**src/rtl/sound_event_scheduler.sv**
```systemverilog
`default_nettype none
// +--------------------------------------------------------------------------+
// | sound_event_scheduler: prioritised, preemptive sequencer for game tones. |
// | Rev 1.0                                                                  |
// +--------------------------------------------------------------------------+
module sound_event_scheduler #(
  parameter int MOVE_CYCLES    = 1500000,
  parameter int HIT_CYCLES     = 4000000,
  parameter int VICTORY_CYCLES = 50000000,
  parameter int GAP_CYCLES     = 250000,
  parameter int CNT_W          = 26
) (
  input  logic       clk,
  input  logic       rst_n,
  input  logic       req_move,
  input  logic       req_hit,
  input  logic       req_victory,
  input  logic       mute,
  output logic [1:0] tone_select,
  output logic       tone_en,
  output logic       busy,
  output logic [7:0] merge_cnt
);

  typedef enum logic [1:0] {
    ST_IDLE = 2'd0,
    ST_PLAY = 2'd1,
    ST_GAP  = 2'd2
  } state_t;

  localparam logic [1:0] CLS_MOVE = 2'd0;
  localparam logic [1:0] CLS_HIT  = 2'd1;
  localparam logic [1:0] CLS_VIC  = 2'd2;

  localparam logic [CNT_W-1:0] MOVE_LOAD    = CNT_W'(MOVE_CYCLES - 1);
  localparam logic [CNT_W-1:0] HIT_LOAD     = CNT_W'(HIT_CYCLES - 1);
  localparam logic [CNT_W-1:0] VICTORY_LOAD = CNT_W'(VICTORY_CYCLES - 1);
  localparam logic [CNT_W-1:0] GAP_LOAD     = CNT_W'((GAP_CYCLES > 0) ? GAP_CYCLES - 1 : 0);

  state_t           state_q, state_d;
  logic [CNT_W-1:0] cnt_q, cnt_d;
  logic [2:0]       pend_q, pend_d;
  logic [1:0]       sel_q, sel_d;
  logic             en_q, en_d;
  logic             busy_q, busy_d;
  logic [7:0]       merge_q, merge_d;

  logic [2:0] req_v, cand, pend_set, pend_clr, merged;
  logic [1:0] cand_cls, req_cls;
  logic       do_arb;
  logic [8:0] merge_sum;

  function automatic logic [1:0] top_cls(input logic [2:0] v);
    if (v[2]) return CLS_VIC;
    if (v[1]) return CLS_HIT;
    return CLS_MOVE;
  endfunction

  function automatic logic [CNT_W-1:0] dur_load(input logic [1:0] cls);
    case (cls)
      CLS_VIC: return VICTORY_LOAD;
      CLS_HIT: return HIT_LOAD;
      default: return MOVE_LOAD;
    endcase
  endfunction

  function automatic logic [2:0] cls_oh(input logic [1:0] cls);
    return 3'b001 << cls;
  endfunction

  always_comb begin
    state_d   = state_q;
    cnt_d     = cnt_q;
    sel_d     = sel_q;
    en_d      = en_q;
    pend_d    = pend_q;
    merge_d   = merge_q;
    req_v     = {req_victory, req_hit, req_move};
    cand      = req_v | pend_q;
    cand_cls  = top_cls(cand);
    req_cls   = top_cls(req_v);
    pend_set  = 3'b000;
    pend_clr  = 3'b000;
    merged    = 3'b000;
    merge_sum = 9'd0;
    do_arb    = 1'b0;

    if (mute) begin
      state_d = ST_IDLE;
      en_d    = 1'b0;
      pend_d  = 3'b000;
    end else begin
      case (state_q)
        ST_IDLE: do_arb = 1'b1;
        ST_PLAY: begin
          // Preempt and retrigger outrank expiry in the same cycle.
          if ((req_v != 3'b000) && (req_cls > sel_q)) begin
            sel_d    = req_cls;
            cnt_d    = dur_load(req_cls);
            pend_set = req_v & ~cls_oh(req_cls);
          end else if ((req_v & cls_oh(sel_q)) != 3'b000) begin
            cnt_d    = dur_load(sel_q);
            pend_set = req_v & ~cls_oh(sel_q);
          end else if (cnt_q == '0) begin
            if (GAP_CYCLES > 0) begin
              state_d  = ST_GAP;
              cnt_d    = GAP_LOAD;
              en_d     = 1'b0;
              pend_set = req_v;
            end else begin
              do_arb = 1'b1;
            end
          end else begin
            cnt_d    = cnt_q - CNT_W'(1);
            pend_set = req_v;
          end
        end
        ST_GAP: begin
          if (cnt_q == '0) begin
            do_arb = 1'b1;
          end else begin
            cnt_d    = cnt_q - CNT_W'(1);
            pend_set = req_v;
          end
        end
        default: state_d = ST_IDLE;
      endcase

      if (do_arb) begin
        if (cand != 3'b000) begin
          state_d  = ST_PLAY;
          sel_d    = cand_cls;
          cnt_d    = dur_load(cand_cls);
          en_d     = 1'b1;
          pend_clr = cls_oh(cand_cls);
          pend_set = req_v & ~pend_clr;
        end else begin
          state_d = ST_IDLE;
          en_d    = 1'b0;
        end
      end

      merged    = pend_set & pend_q;
      pend_d    = (pend_q & ~pend_clr) | pend_set;
      merge_sum = {1'b0, merge_q} + 9'(merged[0]) + 9'(merged[1]) + 9'(merged[2]);
      merge_d   = merge_sum[8] ? 8'hFF : merge_sum[7:0];
    end

    busy_d = (state_d != ST_IDLE);
  end

  always_ff @(posedge clk or negedge rst_n) begin
    if (!rst_n) begin
      state_q <= ST_IDLE;
      cnt_q   <= '0;
      pend_q  <= 3'b000;
      sel_q   <= CLS_MOVE;
      en_q    <= 1'b0;
      busy_q  <= 1'b0;
      merge_q <= 8'd0;
    end else begin
      state_q <= state_d;
      cnt_q   <= cnt_d;
      pend_q  <= pend_d;
      sel_q   <= sel_d;
      en_q    <= en_d;
      busy_q  <= busy_d;
      merge_q <= merge_d;
    end
  end

  assign tone_select = sel_q;
  assign tone_en     = en_q;
  assign busy        = busy_q;
  assign merge_cnt   = merge_q;

endmodule
`default_nettype wire

```
**config.mk**
```make
export PLATFORM = sky130hd
export DESIGN_NAME = sound_event_scheduler
export DESIGN_NICKNAME = d
export VERILOG_FILES = /design/src/rtl/sound_event_scheduler.sv
export SDC_FILE = /design/constraint.sdc
export NUM_CORES = 1
export LEC_CHECK = 0
export CAP_MARGIN = 10
export CELL_PAD_IN_SITES_DETAIL_PLACEMENT = 0
export CELL_PAD_IN_SITES_GLOBAL_PLACEMENT = 2
export CORE_MARGIN = 4
export CORE_UTILIZATION = 37
export DETAILED_ROUTE_END_ITERATION = 8
export PLACE_DENSITY_LB_ADDON = 0.1
export REMOVE_ABC_BUFFERS = 1
export SETUP_SLACK_MARGIN = 0.02
export SYNTH_ARGS = -nofsm -noshare
export SYNTH_HDL_FRONTEND = slang
export SYNTH_SLANG_ARGS = --single-unit
```
**constraint.sdc**
```tcl
create_clock -name clk -period 5.6 [get_ports clk]
set_input_delay 0.56 -clock clk [delete_from_list [all_inputs] [get_ports clk]]
set_output_delay 0.56 -clock clk [all_outputs]
set_load 0.02 [all_outputs]
```
==> run metrics, run 1 <==
outcome completed; Max stage delay on crit path 530 ps; CTS Buffer Depth 2; total grt overflow 0; R2R Path Start cnt_q[5]; Post-CTS Resized 0; Critical Path Source Type input pin; worst slew pin tran 1063 ps; Area Overhead vs Synth 10.44%; post-layout net count 481; NetSw 0.0004942 W; DR DRC count 0; mean post-synth cell area 8.147 µm²; htree depth 2; R2R cell count 12; Fmax achieved 220.5 MHz; fraction of registers with async set/reset 1.000; Reg2Reg Setup Slack 1180 ps; CP Max Fanout 10; Hold-fix buffers, CTS 0; switching share of power 0.4400; HP Class input pin to asynchronous set/reset pin; Final Cycle Share 0.8099; largest net degree at the start of global routing 44; vias in the first global route 3670; total wire length 13020 µm; worst vdd ir 0.0001460 V; Clock Latency Late Sink 320 ps; Pins Over Slew Limit 0; post-synthesis cell area 0.003666 mm²; Seq/Total Area, Yosys 0.2935; final cell count without fillers 591; initial antenna violation count 0; #FFs+latches synth 43; Tot GR Track Use 0.2337; 1st-iter DRT viols 295; Final Wtd Congestion 0.8207; Distinct cells, synth 75; IO Pins 18; Syn Inst Count 450; crit path DAT 4740 ps; CP startpoint req_hit; antenna fix cells 0; highest-count cells in the layout ignoring fill and taps dfrtp_1, nand2_1, nor2_1, a21oi_1, inv_1; die area 0.01156 mm²; initial core utilization 0.3768; num rows 36; Final HPWL DP 9290 µm; fin crit period 4535 ps; PD cells 277.4 mW/mm²; Critical path buffers and inverters 4; ys flop type dfrtp_1; count of final setup violators 0; share of post-route cells with drive strength above 1 0.08297; Setup CP Type input pin to flip-flop; first-pass GRT wire length 21070 µm; Post-Place Cells 583; Core ar. 0.009729 mm²; sequential fraction of design power 0.391; # Post-CTS Setup Buffers 0; Static Leak 1.598 nW; Max-Cap Viols 0; final-report hold violation count 0; Setup TNS Final 0 ps; CTS Sinks 43; CP max-delay cell fa_1; clk root buf clkbuf_8; commonest non-fill, non-tap cell in the layout dfrtp_1; die height 107.5 µm; Reg-to-Reg End merge_cnt[4]; Synth Warn # 0; Reg clk slew, reported paths 100 ps; Slew headroom 0.2913; Post-synth EDFFs 0; Setup Skew 7.338 ps; DR pass1 iterations 5; Routed Antenna Nets 0; TritonCTS clock tree built; via count 3812; CP top delay family adder cells; CTS buffer count 5; PortBufs 17; Pint 0.0006289 W; RSZ-0062 raised after global routing false; ordered list of cells on the worst path clkdlybuf4s50_1 > buf_4 > nor2b_1 > inv_1 > ha_1 > nor2b_1 > o211ai_1 > o21ai_0 > nand2_1 > a211oi_1 > o211ai_1 > fa_1 > inv_1 > ha_1 > fa_1 > and3_1 > nand4_1 > mux2_2; Crit path required time 5810 ps; combinational share of power 0.407; CP Capture Type flip-flop; power share of the clock group 0.202; routed vias/inst 6.450; die width 107.5 µm; drt wl/cell 22.03 µm
layout make-up:
class | instances | area [µm²]
tap | 133 | 166.4
inverter | 26 | 97.59
timing repair buffer | 28 | 247.7
fill | 1045 | 5680
multi-input combinational | 353 | 2369
clock buffer | 5 | 68.82
sequential | 43 | 1076
clock inverter | 3 | 23.77
metrics by stage:
stage	util	area (µm²)	total power, W	worst slack [ps]	hold slack [ps]
final	0.4162	4049	0.001123	1065	423.8
after global routing	0.4162	4049	0.001196	662.8	527.5
after CTS	0.4162	4049	0.001121	1074	499.3
after detailed placement	0.4066	3956	0.0008937	724.0	531.6
after global placement	0.4066	3956	0.0008955	798.4	531.1
after floorplan	-	3542	0.0007154	1066	264.4
logic make-up after synthesis:
| logic type | share of synthesized area |
|---|---|
| compound gates | 0.3150 |
| xor+xnor | 0.009558 |
| fa+ha+maj | 0.06553 |
| buf+inv | 0.06041 |
| flops | 0.2935 |
| mux | 0.01536 |
| simple gates | 0.2406 |
flip-flops by register name, summed over array words and instances (netlist names):
| signal | count |
|---|---|
| tone_en | 1 |
| cnt_q | 26 |
| tone_select | 2 |
| busy | 1 |
| pend_q | 3 |
| state_q | 2 |
| merge_cnt | 8 |
Yosys cell counts, types with 9 or more instances:
| library cell | n | area (µm²) |
|---|---|---|
| nand4_1 | 10 | 62.56 |
| clkbuf_1 | 22 | 82.58 |
| nor3_1 | 14 | 70.07 |
| o21ai_0 | 23 | 115.1 |
| nand3_1 | 17 | 85.08 |
| inv_1 | 26 | 97.59 |
| ha_1 | 16 | 200.2 |
| or3_1 | 10 | 62.56 |
| a21oi_1 | 31 | 155.2 |
| o31ai_1 | 9 | 67.56 |
| nor2_1 | 31 | 116.4 |
| nand2_1 | 37 | 138.9 |
| dfrtp_1 | 43 | 1076 |
how the worst max path moves through the flow:
stage,cells past startpoint,end
2_1_floorplan,13,merge_cnt[2]
3_3_place_gp,18,merge_cnt[6]
3_5_place_dp,18,merge_cnt[6]
4_1_cts,18,merge_cnt[6]
5_1_grt,18,merge_cnt[6]
6_report,18,merge_cnt[6]
power by group through the flow:
stage | registers [W] | logic [W] | clock network [W]
3_3_place_gp | 0.000443 | 0.000452 | 0
5_1_grt | 0.000450 | 0.000504 | 0.000242
6_report | 0.000439 | 0.000458 | 0.000227
4_1_cts | 0.000437 | 0.000454 | 0.000229
2_1_floorplan | 0.000442 | 0.000273 | 0
3_5_place_dp | 0.000442 | 0.000452 | 0
routing by layer:
| layer | vias to the layer above | track usage | share of wire |
|---|---|---|---|
| li1 | 1755 | - | - |
| met1 | 1878 | 0.3359 | 0.46 |
| met2 | 154 | 0.3641 | 0.46 |
| met3 | 25 | 0.03059 | 0.059 |
| met4 | 0 | 0.07124 | 0.023 |
| met5 | - | 0 | 0 |
Note: power is estimated with default switching activity, not from simulation.
==> run 2: changes to the inputs <==
--- a/config.mk
+++ b/config.mk
@@ -9,7 +9,7 @@
 export CELL_PAD_IN_SITES_DETAIL_PLACEMENT = 0
 export CELL_PAD_IN_SITES_GLOBAL_PLACEMENT = 2
 export CORE_MARGIN = 4
-export CORE_UTILIZATION = 37
+export CORE_UTILIZATION = 34
 export DETAILED_ROUTE_END_ITERATION = 8
 export PLACE_DENSITY_LB_ADDON = 0.1
 export REMOVE_ABC_BUFFERS = 1
==> constraint.sdc (replaced) <==
create_clock -name clk -period 4.17 [get_ports clk]
set_input_delay 0.417 -clock clk [delete_from_list [all_inputs] [get_ports clk]]
set_output_delay 0.417 -clock clk [all_outputs]
set_load 0.02 [all_outputs]
==> run metrics, run 2 (synthesized netlist as in run 1, its figures left out) <==
Critical Path End merge_cnt[4] (was merge_cnt[6]); Fmax achieved 253.3 MHz; ordered list of cells on the worst path or4_4 > nor4_2 > buf_4 > a31oi_1 > a21oi_1 > a211oi_2 > o211ai_1 > fa_1 > inv_1 > ha_1 > fa_1 > and3_1 > or3b_4 > o21ai_0 (was clkdlybuf4s50_1 > buf_4 > nor2b_1 > inv_1 > ha_1 > nor2b_1 > o211ai_1 > o21ai_0 > nand2_1 > a211oi_1 > o211ai_1 > fa_1 > inv_1 > ha_1 > fa_1 > and3_1 > nand4_1 > mux2_2); CTS buffer count 5 (unchanged); Setup Skew 9.163 ps (was 7.338 ps); via count 3828 (was 3812); DR DRC count 0 (unchanged); clk root buf clkbuf_8 (unchanged); Pins Over Slew Limit 0 (unchanged); num rows 37 (was 36); crit path DAT 4180 ps (was 4740 ps); post-layout net count 507 (was 481); count of final setup violators 0 (unchanged); Finished Cell Area 0.004283 mm² (was 0.004049 mm²); PD cells 374.9 mW/mm² (was 277.4 mW/mm²); initial antenna violation count 0 (unchanged); antenna fix cells 0 (unchanged); R2R Path Start cnt_q[12] (was cnt_q[5]); die height 111.8 µm (was 107.5 µm); worst slew pin tran 786.8 ps (was 1063 ps); Top Metal Used met4 (unchanged); Critical path buffers and inverters 2 (was 4); max reg flops 26 (unchanged); Final HPWL DP 9882 µm (was 9290 µm); CTS Buffer Depth 2 (unchanged); Max-Cap Viols 0 (unchanged); TritonCTS clock tree built (unchanged); IO Pins 18 (unchanged); htree depth 2 (unchanged); CTS Sinks 43 (unchanged); worst vdd ir 0.0002153 V (was 0.0001460 V); Setup CP Type flip-flop to flip-flop (was input pin to flip-flop); DR pass1 iterations 5 (unchanged); Final Cycle Share 0.9468; Biggest register cnt_q (unchanged); die area 0.01251 mm² (was 0.01156 mm²); Area Overhead vs Synth 16.83% (was 10.44%); vias in the first global route 3809 (was 3670); RSZ-0062 raised after global routing false (unchanged); Critical Path Source Type flip-flop (was input pin); outcome completed (unchanged); Tot GR Track Use 0.2189 (was 0.2337); Reg clk slew, reported paths 100 ps (about the same); met3 wire length 759 µm (was 762 µm); Reg2Reg Setup Slack 220 ps (was 1180 ps); CP Capture Type flip-flop (unchanged); initial core utilization 0.3520 (was 0.3768); Routed Antenna Nets 0 (unchanged); fill count 1088 (was 1045); fin crit period 3948 ps; share of post-route cells with drive strength above 1 0.1405 (was 0.08297); highest-count cells in the layout ignoring fill and taps dfrtp_1, nand2_1, buf_4, nor2_1, a21oi_1 (was dfrtp_1, nand2_1, nor2_1, a21oi_1, inv_1); total wire length 13490 µm (was 13020 µm); routed length on met2 6030 µm (was 5935 µm); 1st-iter DRT viols 332 (was 295); CP top delay family simple AND/OR/NAND/NOR gates (was adder cells); die width 111.8 µm (was 107.5 µm); CP dominant cell by count fa_1; CP max-delay cell or4_4 (was fa_1); Clock Latency Late Sink 310 ps (was 320 ps); largest net degree at the start of global routing 44 (unchanged); drt wl/cell 21.75 µm (was 22.03 µm); first-pass GRT wire length 21920 µm (was 21070 µm); Crit path required time 4400 ps (was 5810 ps); commonest non-fill, non-tap cell in the layout dfrtp_1 (unchanged); Crit. path cell count 14 (was 18); routed vias/inst 6.174 (was 6.450); Max stage delay on crit path 590 ps (was 530 ps); CP startpoint cnt_q[12] (was req_hit); PortBufs 17 (unchanged); total grt overflow 0 (unchanged); CP Max Fanout 6 (was 10); Core ar. 0.01042 mm² (was 0.009729 mm²); M1 WL 6290 µm (was 6026 µm); R2R cell count 14 (was 12); # Post-CTS Setup Buffers 0 (unchanged); HP Class input pin to asynchronous set/reset pin (unchanged); final-report hold violation count 0 (unchanged); Hold-fix buffers, CTS 0 (unchanged); Final Wtd Congestion 0.8647 (was 0.8207); Slew headroom 0.4719 (was 0.2913); dpl cell area 0.004155 mm² (was 0.003956 mm²); fin util 0.4112 (was 0.4162); Reg-to-Reg End merge_cnt[4] (unchanged); Static Leak 1.747 nW (was 1.598 nW)
## run 2: what timing repair did
action	in CTS	in global routing
setup endpoints to repair	0	7
endpoints found under the hold margin	0	0
gates resized for setup	0	4
## run 2: worst min-delay path by stage
stage / startpoint / to / slack, ps / depth (start not counted)
global route: rst_n / tone_select[0] / 240 / 2
detailed placement: rst_n / cnt_q[14] / 550 / 2
finish: rst_n / tone_select[0] / 180 / 2
global placement: merge_cnt[7] / merge_cnt[7] / 540 / 2
CTS: rst_n / cnt_q[18] / 220 / 2
floorplan: rst_n / busy / 120 / 0
## run 2: stage by stage
step / TNS (ps) / hold WS, ps / power (W) / setup WS, ps / std cells
6_report: 0 / 180.7 / 0.001605 / 222.0 / 620
5_1_grt: 0 / 237.8 / 0.001711 / 23.45 / 620
4_1_cts: 0 / 219.0 / 0.001608 / 100.6 / 620
3_5_place_dp: -1223 / 545.8 / 0.001249 / -220.5 / 612
3_3_place_gp: -334.0 / 539.8 / 0.001253 / -111.8 / 612
2_1_floorplan: -2367 / 121.4 / 0.0009608 / -363.5 / 422
## run 2: report_power, final
| part | internal, W | switching (W) | total [W] |
|---|---|---|---|
| logic | 0.000269 | 0.000396 | 0.000665 |
| registers | 0.000488 | 0.0000981 | 0.000586 |
| clock network | 0.000179 | 0.000175 | 0.000354 |
| total | 0.000937 | 0.000669 | 0.00161 |
## run 2: area by class of cell
type,instances,area (µm²),share of cell area
clock buffer,5,68.82,0.01607
clock inverter,3,43.79,0.01022
inverter,26,97.59,0.02279
multi-input combinational,353,2384,0.5565
sequential,43,1076,0.2512
tap,136,170.2,0.03973
timing repair buffer,54,442.9,0.1034
## run 2: layer usage
metal,GRT usage,vias up
met4,0.07137,0
li1,-,1804
met5,0,-
met3,0.02609,30
met1,0.3150,1849
met2,0.3409,145
